**src/rtl/tl_pkg.sv**
```systemverilog
// Shared definitions for the traffic-light phase scheduler.
//   - phase_e   : phase encoding (MG_CR, MY_CR, MR_CG, MR_CY)
//   - LT_*      : lamp patterns, bit order {R,Y,G}
//   - *_DEF     : default parameter values (durations in 1 s ticks)
//   - bin2bcd   : 8-bit binary to 2-digit BCD, saturating at 99
package tl_pkg;

  typedef enum logic [1:0] {
    MG_CR = 2'd0,  // main green, farm red
    MY_CR = 2'd1,  // main yellow, farm red
    MR_CG = 2'd2,  // main red, farm green
    MR_CY = 2'd3   // main red, farm yellow
  } phase_e;

  localparam logic [2:0] LT_R   = 3'b100;
  localparam logic [2:0] LT_Y   = 3'b010;
  localparam logic [2:0] LT_G   = 3'b001;
  localparam logic [2:0] LT_OFF = 3'b000;

  localparam int unsigned TICK_DIV_DEF = 50000000;
  localparam int unsigned T_MG_DEF     = 25;
  localparam int unsigned T_Y_DEF      = 5;
  localparam int unsigned T_CG_DEF     = 16;
  localparam int unsigned CNT_W_DEF    = 8;

  function automatic logic [7:0] bin2bcd(input logic [7:0] bin);
    logic [7:0] v;
    logic [7:0] tens;
    logic [7:0] units;
    v     = (bin > 8'd99) ? 8'd99 : bin;
    tens  = v / 8'd10;
    units = v - (tens * 8'd10);
    return {tens[3:0], units[3:0]};
  endfunction

endpackage

```
**src/rtl/tl_tick_gen.sv**
```systemverilog
// Prescaler producing the 1 s tick for the phase scheduler.
// Ports:
//   clk   : system clock
//   rst_n : asynchronous reset, active-high (legacy name)
//   tick  : one-clk pulse while the prescaler sits at TICK_DIV-1
module tl_tick_gen
  import tl_pkg::*;
#(
  parameter int unsigned TICK_DIV = TICK_DIV_DEF
) (
  input  logic clk,
  input  logic rst_n,
  output logic tick
);

  localparam int unsigned DivW = (TICK_DIV > 1) ? $clog2(TICK_DIV) : 1;
  localparam logic [DivW-1:0] DivMax = DivW'(TICK_DIV - 1);

  logic [DivW-1:0] cnt_q;
  logic [DivW-1:0] cnt_d;

  always_comb begin
    tick  = (cnt_q == DivMax);
    cnt_d = tick ? '0 : cnt_q + DivW'(1);
  end

  always_ff @(posedge clk or posedge rst_n) begin
    if (rst_n) begin
      cnt_q <= '0;
    end else begin
      cnt_q <= cnt_d;
    end
  end

endmodule

```
**src/rtl/tl_phase_scheduler.sv**
```systemverilog
// Main-road / farm-road traffic-light phase scheduler.
// Sequences MG_CR -> MY_CR -> MR_CG -> MR_CY -> MG_CR, each phase lasting T_phase ticks.
// Main green is held at its minimum until a latched farm request exists.
// Optional build macro: FLASH_MODE_EN (maintenance flash on 'maint'); without it
// 'maint' is ignored.
// Ports:
//   clk, rst_n  : clock; asynchronous reset, active-high (legacy name)
//   car_req     : farm-road sensor level, asynchronous
//   maint       : maintenance flash request (FLASH_MODE_EN only)
//   main_lt     : main-road lamps {R,Y,G}
//   farm_lt     : farm-road lamps {R,Y,G}
//   phase       : current phase (0..3)
//   remain      : ticks left in the phase, minus 1
//   remain_bcd  : remain as two BCD digits (8'hAA while flashing)
//   req_pend    : farm request latched, not yet served
//   tick        : 1 s tick pulse
module tl_phase_scheduler
  import tl_pkg::*;
#(
  parameter int unsigned TICK_DIV = TICK_DIV_DEF,
  parameter int unsigned T_MG     = T_MG_DEF,
  parameter int unsigned T_Y      = T_Y_DEF,
  parameter int unsigned T_CG     = T_CG_DEF,
  parameter int unsigned CNT_W    = CNT_W_DEF
) (
  input  logic             clk,
  input  logic             rst_n,
  input  logic             car_req,
  input  logic             maint,
  output logic [2:0]       main_lt,
  output logic [2:0]       farm_lt,
  output logic [1:0]       phase,
  output logic [CNT_W-1:0] remain,
  output logic [7:0]       remain_bcd,
  output logic             req_pend,
  output logic             tick
);

  localparam logic [CNT_W-1:0] LdMg = CNT_W'(T_MG - 1);
  localparam logic [CNT_W-1:0] LdY  = CNT_W'(T_Y - 1);
  localparam logic [CNT_W-1:0] LdCg = CNT_W'(T_CG - 1);

  phase_e           phase_q, phase_d;
  logic [CNT_W-1:0] remain_q, remain_d;
  logic             req_sync1_q, req_sync2_q;
  logic             req_pend_q, req_pend_d;
  logic             enter_cg;

  tl_tick_gen #(
    .TICK_DIV(TICK_DIV)
  ) u_tick_gen (
    .clk  (clk),
    .rst_n(rst_n),
    .tick (tick)
  );

`ifdef FLASH_MODE_EN
  logic maint_sync1_q, maint_sync2_q;
  logic flash_lit_q, flash_lit_d;

  // Lit while idle so every flash episode starts with the lamps on.
  always_comb begin
    flash_lit_d = 1'b1;
    if (maint_sync2_q) begin
      flash_lit_d = tick ? ~flash_lit_q : flash_lit_q;
    end
  end

  always_ff @(posedge clk or posedge rst_n) begin
    if (rst_n) begin
      maint_sync1_q <= 1'b0;
      maint_sync2_q <= 1'b0;
      flash_lit_q   <= 1'b1;
    end else begin
      maint_sync1_q <= maint;
      maint_sync2_q <= maint_sync1_q;
      flash_lit_q   <= flash_lit_d;
    end
  end
`else
  logic unused_maint;
  assign unused_maint = maint;
`endif

  // Phase sequencing: decrement on each tick, exit on a tick with remain==0.
  always_comb begin
    phase_d  = phase_q;
    remain_d = remain_q;
    enter_cg = 1'b0;
    if (tick) begin
      if (remain_q != '0) begin
        remain_d = remain_q - CNT_W'(1);
      end else begin
        case (phase_q)
          MG_CR: begin
            // Otherwise hold at 0: green extends until a request is pending.
            if (req_pend_q) begin
              phase_d  = MY_CR;
              remain_d = LdY;
            end
          end
          MY_CR: begin
            phase_d  = MR_CG;
            remain_d = LdCg;
            enter_cg = 1'b1;
          end
          MR_CG: begin
            phase_d  = MR_CY;
            remain_d = LdY;
          end
          MR_CY: begin
            phase_d  = MG_CR;
            remain_d = LdMg;
          end
          default: begin
            phase_d  = MG_CR;
            remain_d = LdMg;
          end
        endcase
      end
    end
`ifdef FLASH_MODE_EN
    // Frozen while flashing; restart in main green on the edge maint drops.
    if (maint_sync2_q) begin
      enter_cg = 1'b0;
      if (maint_sync1_q) begin
        phase_d  = phase_q;
        remain_d = remain_q;
      end else begin
        phase_d  = MG_CR;
        remain_d = LdMg;
      end
    end
`endif
  end

  // Clear beats set; a still-high sensor re-latches on the following cycle.
  assign req_pend_d = enter_cg ? 1'b0 : (req_pend_q | req_sync2_q);

  always_ff @(posedge clk or posedge rst_n) begin
    if (rst_n) begin
      phase_q     <= MG_CR;
      remain_q    <= LdMg;
      req_sync1_q <= 1'b0;
      req_sync2_q <= 1'b0;
      req_pend_q  <= 1'b0;
    end else begin
      phase_q     <= phase_d;
      remain_q    <= remain_d;
      req_sync1_q <= car_req;
      req_sync2_q <= req_sync1_q;
      req_pend_q  <= req_pend_d;
    end
  end

  always_comb begin
    main_lt    = LT_G;
    farm_lt    = LT_R;
    remain_bcd = bin2bcd(8'(remain_q));
    case (phase_q)
      MG_CR: begin
        main_lt = LT_G;
        farm_lt = LT_R;
      end
      MY_CR: begin
        main_lt = LT_Y;
        farm_lt = LT_R;
      end
      MR_CG: begin
        main_lt = LT_R;
        farm_lt = LT_G;
      end
      MR_CY: begin
        main_lt = LT_R;
        farm_lt = LT_Y;
      end
      default: begin
        main_lt = LT_G;
        farm_lt = LT_R;
      end
    endcase
`ifdef FLASH_MODE_EN
    if (maint_sync2_q) begin
      main_lt    = flash_lit_q ? LT_Y : LT_OFF;
      farm_lt    = flash_lit_q ? LT_Y : LT_OFF;
      remain_bcd = 8'hAA;  // blank code for the display path
    end
`endif
  end

  assign phase    = phase_q;
  assign remain   = remain_q;
  assign req_pend = req_pend_q;

endmodule

```
**config.mk**
```make
export PLATFORM = sky130hd
export DESIGN_NAME = tl_phase_scheduler
export DESIGN_NICKNAME = d
export VERILOG_FILES = /design/src/rtl/tl_pkg.sv /design/src/rtl/tl_tick_gen.sv /design/src/rtl/tl_phase_scheduler.sv
export SDC_FILE = /design/constraint.sdc
export NUM_CORES = 1
export LEC_CHECK = 0
export ABC_AREA = 0
export BUFFER_PORTS_ARGS = -buffer_cell sky130_fd_sc_hd__clkbuf_2
export CAP_MARGIN = 0
export CORE_UTILIZATION = 45
export CTS_BUF_LIST = sky130_fd_sc_hd__clkbuf_4 sky130_fd_sc_hd__clkbuf_8
export DETAILED_ROUTE_END_ITERATION = 10
export GPL_ROUTABILITY_DRIVEN = 0
export PLACE_DENSITY = 0.75
export SYNTH_ARGS = -nofsm -noshare
export SYNTH_HDL_FRONTEND = slang
export SYNTH_SLANG_ARGS = --single-unit
```
**constraint.sdc**
```tcl
create_clock -name clk -period 5.3 [get_ports clk]
set_input_delay 1.06 -clock clk [delete_from_list [all_inputs] [get_ports clk]]
set_output_delay 1.06 -clock clk [all_outputs]
set_load 0.005 [all_outputs]
```
* Word level (Yosys, flattened, before mapping)
Index checks and enable logic that the tools add are counted.
** Cells by class
- Add/subtract/negate cells :: 3
- Multipliers :: 1
- Div/mod/pow operators :: 1
- $lt $le $gt $ge :: 1
- Equal/unequal tests :: 6
- Shift-type cells :: 0
- Muxes and demuxes :: 13
- Bitwise operators :: 2
- Reductions and logical operators :: 6
** Operators with widths (number)
- $pmux 8 s4 :: 1
- $add 26x1->26 const B :: 1
- $eq 26x26->1 const B :: 1
- $mux 26 :: 1
- $mux 8 :: 3
- $pmux 3 s3 :: 2
- $div 8x4->8 const B :: 1
- $gt 8x7->1 const B :: 1
- $mul 8x3->3 const B :: 1
- $pmux 2 s4 :: 1
- $reduce_bool 8->1 :: 1
- $sub 8x1->8 const B :: 1
- $eq 2x2->1 const B :: 2
- $mux 1 :: 4
- $reduce_or 2->1 :: 2
- $sub 4x4->4 :: 1
- $ne 3x3->1 const B :: 1
- $reduce_and 3->1 :: 1
- $eq 2x1->1 const B :: 1
- $logic_not 2->1 :: 1
- $mux 2 :: 1
- $ne 2x2->1 const B :: 1
- $reduce_and 2->1 :: 1
- $not 1->1 :: 1
- $or 1x1->1 :: 1
** Word-level totals
- Register bits :: 39
- Latch bits :: 0
- Memory bits (writable) :: 0
- ROM bits :: 0
- Input bits :: 4
- Output and inout port bits :: 26
- Logic and storage cells :: 39
- Memories kept :: 0

* Longest topological paths before layout
- Depth in word-level cells :: 5
- Mapped depth :: 15
- Depth with buffers taken out :: 14

* By module
From an unflattened synthesis, not the netlist that was laid out.
** Second synthesis, totals
- Cells, all modules :: 257
- Area total of the unflattened synthesis :: 2387.3 µm²
** Modules (own cells, without submodules)
- tl_tick_gen :: times used 1, cells an instance 127, area each 1298.7 µm²
- tl_phase_scheduler :: times used 1, cells an instance 130, area each 1088.5 µm²

* Worst setup path before layout
OpenSTA, ideal clock, no wires.
- Kind :: reg-to-output
- Start point :: register remain_q[3], in the netlist remain[3]
- End point :: output remain_bcd[3]
- Arrival :: 3.435 ns
- Required time :: 4.240 ns
- Slack :: 0.805 ns
- Cell stages (with the launch flop) :: 16
- Path buffers :: 1
- Path through :: dfstp_2 -> clkbuf_1 -> nand2b_1 -> nand2_1 -> a31oi_1 -> a21oi_1 -> or2_2 -> ha_1 -> nand3_1 -> a211o_1 -> ha_1 -> inv_1 -> fa_1 -> or4_1 -> and4_1 -> xor2_1
** Between the ends
- Word-level cells in the longest chain between the ends :: 5
** RTL lines
- from (decl) :: RTL line tl_phase_scheduler.sv:44 : logic [CNT_W-1:0] remain_q, remain_d;
- from (signal assigned) :: RTL line tl_phase_scheduler.sv:143 : remain_q <= LdMg;
- from (signal assigned) :: RTL line tl_phase_scheduler.sv:149 : remain_q <= remain_d;
- $gt 8x7->1 :: RTL line tl_pkg.sv:30 : v = (bin > 8'd99) ? 8'd99 : bin;
- $mux 8 (*) :: RTL line tl_pkg.sv:30
- $div 8x4->8 (*) :: RTL line tl_pkg.sv:31 : tens = v / 8'd10;
- net remain_bcd[4] :: RTL line tl_phase_scheduler.sv:34 : output logic [7:0] remain_bcd,
- $mul 8x3->3 (*) :: RTL line tl_pkg.sv:32 : units = v - (tens * 8'd10);
- $sub 4x4->4 (*) :: RTL line tl_pkg.sv:32
- to (decl) :: RTL line tl_phase_scheduler.sv:34
Mark *: on every way through the listed nets, which the timed path passes. The rest lies on a longest branch.

* Worst setup path in the final report
- Start point :: register remain_q[5], in the netlist remain[5]
- End point :: output remain_bcd[3]
** Between the ends
- Word-level cells in the longest chain between the ends :: 5
** RTL lines (RTL line)
- $gt 8x7->1 :: tl_pkg.sv:30
- $mux 8 (*) :: tl_pkg.sv:30
- $div 8x4->8 :: tl_pkg.sv:31
- $mul 8x3->3 :: tl_pkg.sv:32
- $sub 4x4->4 (*) :: tl_pkg.sv:32
Mark *: on every way between the ends. The rest lies on a longest branch, timed or not.

==> out/metrics.sh <==
ROOT_BUFFER='clkbuf_8'
CRITPATHCAPTURETYPE='output pin'
H-TREE-DEPTH=2
SETUP_VIOL=0
WIRE_LENGTH_OF_THE_FIRST_GLOBAL_ROUTING_PASS_UM=7780
CRITICAL_PATH_ARRIVAL_NS=3.92
FP.DIEW_UM=74.3
GRT_ANTENNA_BEFORE_REPAIR=0
CTS_NUM_SINKS=39
CRITICAL-PATH-MAX-STAGE-DELAY_NS=0.64
DRTITER0DRC=65
FRACTION_OF_FINAL_LAYOUT_CELLS_WITH_DRIVE_STRENGTH_GREATER_THAN_1=0.175
TIMING.FMAX_GHz=0.201
CRITICAL_PATH.REG2REG.STARTPOINT='remain[1]'
CTS_TREE='yes'
CRIT_PATH_START='remain[5]'
GRT_SETUP_UNREPAIRED='false'
VIASPERCELL=5.51
PLACEMENT_ROWS=25
DIE_OUTLINE_AREA_MM2=0.00553
POSTROUTEWIRELENGTH_UM=4570
ANTENNA_CELLS_INSERTED=0
MIN-DELAY-PATH-CLASS='reg -> reg'
DRCVIOLATIONCOUNT=0
START_KIND='register'
CRIT_PATH_MAX_FANOUT=17
CLOCK_INSERTION_DELAY_WORST_SKEW_NS=0.28
NNETSFINAL=300
ASYNC_FLOP_SHARE=1.00
VIAS=1938
FP.DIEH_UM=74.3
CTS-BUFFERS-INSERTED=5
STATUS='finished, final reports clean'
SYNTH_FLOP_CELL='dfrtp_1'
YS_WARN_COUNT=0
POST-ROUTE-PERIOD-UTIL=0.939
NUM_IO_PINS=30
MAX_CAP_VIOLATIONS=0
PLACEMENT.IO_BUFFERS=28
WORST_PATH_MOST_REPEATED_CELL='ha_1'
AREA_GROWTH_PCT=12.1
INITIAL_CORE_UTILIZATION=0.483
PIN_COUNT_OF_THE_BIGGEST_NET_ENTERING_GLOBAL_ROUTING=40
CLK_PIN_SLEW_WORST_PATHS_NS=0.07
SLEW_HEADROOM=0.542
CELLLEAKAGEPOWER_nW=1.25
POST_SYNTH_INST_COUNT=258
TIGHTESTPINTRANSITION_NS=0.681
SETUP-TNS-FINAL_NS=0
CTS-ROOT-TO-SINK-BUFFERS=2
ROUTE.DETAILED.WL_PER_INST_UM=13.0
MAXSLEWVIOLCOUNT=0
REG2REG_DEPTH=6
CELLPOWERDENSITY_mW_PER_MM2=190
CRIT_REQUIRED_NS=4.24
FILLCELLCOUNT=471
POST_CTS.REPAIR.SETUP_BUFFERS=0
HOLDBUFCOUNTCTS=0
TRACK_USAGE=0.187
DR.PASS1.ITERS=4
OVERFLOW=0
VDD.IR_DROP.WORST_uV=156
POST_SYNTH_INSTANCE_AREA_MM2=0.00235
CRITICAL_PATH.CELL_CHAIN='nor2b_1, o21ai_0, a31oi_1, a21oi_1, or2_2, ha_1, nand3_1, a211o_1, ha_1, inv_1, fa_1, or4_1, and4_1, xor2_1, clkbuf_2'
CTS_RESIZED=0
FINALPOWER_uW=503
PROPORTION_OF_SYNTHESIZED_CHIP_AREA_IN_SEQUENTIAL_CELLS=0.416
RRSETUPSLACK_NS=2.95
ENDPOINT_OF_THE_LOWEST_SLACK_REGISTER_TO_REGISTER_PATH='phase[1]'
WORST_PATH_MAX_DELAY_CELL='dfrtp_1'
ENDPOINT='remain_bcd[3]'
FINALHOLDVIOLATIONS=0
SYNTH_SEQ_CELLS=39
POSTROUTEANTENNANETS=0
DPL_WIRE_LENGTH_UM=3190
SYN_AREA_PER_CELL_UM2=9.13
FINALCOREUTILIZATION=0.541
FINAL_SETUP_SKEW_NS=0.00121
POST_SYNTH_EDFFS=0
SYNTH.DISTINCT_CELLS=46
POSTSYNTHNETCOUNT=273
COREAREA_MM2=0.00488
WORST-SETUP-PATH-TYPE='reg -> out'
FINAL_CRITICAL_PATH_REQUIRED_PERIOD_NS=4.98
FIRST_GLOBAL_VIAS=1754
[synthesized netlist by cell type, types with 2 or more instances]
master	number	area share
o21ai_0	7	0.015
nor4_1	6	0.016
nand4_1	7	0.019
a31o_2	2	0.0074
inv_1	12	0.019
o31ai_1	3	0.0096
or3b_2	2	0.0074
o211ai_1	2	0.0064
or3_1	2	0.0053
dfstp_2	2	0.022
or2_2	4	0.011
and2_1	4	0.011
nor2_1	31	0.049
a21oi_1	13	0.028
and3_1	4	0.011
buf_2	3	0.0064
nor3b_1	2	0.0064
nand2b_1	4	0.011
a31oi_1	4	0.011
nor3_1	11	0.023
dfrtp_1	37	0.39
and4_1	4	0.015
clkbuf_1	6	0.0096
mux2_1	2	0.0096
nand3_1	9	0.019
xor2_1	7	0.026
a21o_1	2	0.0064
nand2_1	17	0.027
nor2b_1	6	0.016
xnor2_1	18	0.067
ha_1	10	0.053
[where the power goes]
part	internal, mW	leakage (nW)	switching (mW)
Combinational	0.00107	0.685	0.00554
Sequential	0.298	0.513	0.000188
Clock	0.102	0.0470	0.0954
[cells in the final DEF (no fill, tap or decap), types with 3 or more instances in the layout]
cell,synthesis,layout
dfrtp_1,37,37
ha_1,10,10
and4_1,4,4
nor2_1,31,31
clkbuf_2,0,28
nand4_1,7,7
xnor2_1,18,18
o31ai_1,3,3
and3_1,4,4
clkbuf_8,0,6
nor3_1,11,11
a21oi_1,13,13
or2_2,4,4
inv_1,12,12
nand2_1,17,17
xor2_1,7,7
nand2b_1,4,4
nand3_1,9,9
a31oi_1,4,4
o21ai_0,7,7
nor4_1,6,6
and2_1,4,4
nor2b_1,6,6
[worst min-delay path by stage]
| stage | start | endpoint | depth (start not counted) |
|---|---|---|---|
| floorplan | req_sync1_q | req_sync2_q | 0 |
| global placement | req_sync1_q | req_sync2_q | 0 |
| detailed placement | req_sync1_q | req_sync2_q | 0 |
| CTS | req_sync1_q | req_sync2_q | 0 |
| global route | req_sync1_q | req_sync2_q | 0 |
| finish | req_sync1_q | req_sync2_q | 0 |
[state kept, by name, summed over array words and instances, names as in the netlist]
| register | flops |
|---|---|
| req_pend | 1 |
| u_tick_gen.cnt_q | 26 |
| remain | 8 |
| phase | 2 |
| req_sync2_q | 1 |
| req_sync1_q | 1 |
[critical path: cells and delay by family, from the launching register on]
| family | cells | cell delay [ns] |
|---|---|---|
| simple gates | 5 | 1.33 |
| fa+ha+maj | 3 | 0.85 |
| flops | 1 | 0.64 |
| compound gates | 4 | 0.51 |
| buf+inv | 2 | 0.17 |
| xor+xnor | 1 | 0.12 |
[logic make-up after synthesis]
logic type / Yosys count / synth area share
AND/OR/NAND/NOR: 119 / 0.276
AO/OA/AOI/OAI: 39 / 0.104
flip-flops: 39 / 0.416
XOR/XNOR: 25 / 0.0930
buffers and inverters: 22 / 0.0367
adder cells (fa/ha/maj): 11 / 0.0616
multiplexers: 3 / 0.0138
[routing by layer]
layer / track usage / routed length [um] / vias up
met2: 0.297 / 2110 / 44
met3: 0.0366 / 158 / 10
li1: - / - / 957
met1: 0.246 / 2180 / 927
met5: 0 / 0 / -
met4: 0.0922 / 123 / 0
[per-stage QoR]
| step | instances | area (um^2) | hold slack (ns) | worst slack [ns] |
|---|---|---|---|---|
| 2_1_floorplan | 258 | 2350 | 0.331 | 0.805 |
| 5_1_grt | 352 | 2640 | 0.375 | 0.0590 |
| 4_1_cts | 352 | 2640 | 0.365 | 0.308 |
| 6_report | 352 | 2640 | 0.360 | 0.324 |
| 3_5_place_dp | 345 | 2550 | 0.348 | 0.642 |
| 3_3_place_gp | 345 | 2550 | 0.332 | 0.671 |
[final cells by class]
cell class,count,area (um^2),share of cell area
Timing Repair Buffer,30,155,0.0588
Inverter,12,45.0,0.0171
Clock inverter,1,5.00,0.00190
Tap cell,67,83.8,0.0318
Multi-Input combinational cell,197,1290,0.489
Clock buffer,6,82.6,0.0313
Sequential cell,39,978,0.371
Note: power is estimated with default switching activity, not from simulation.
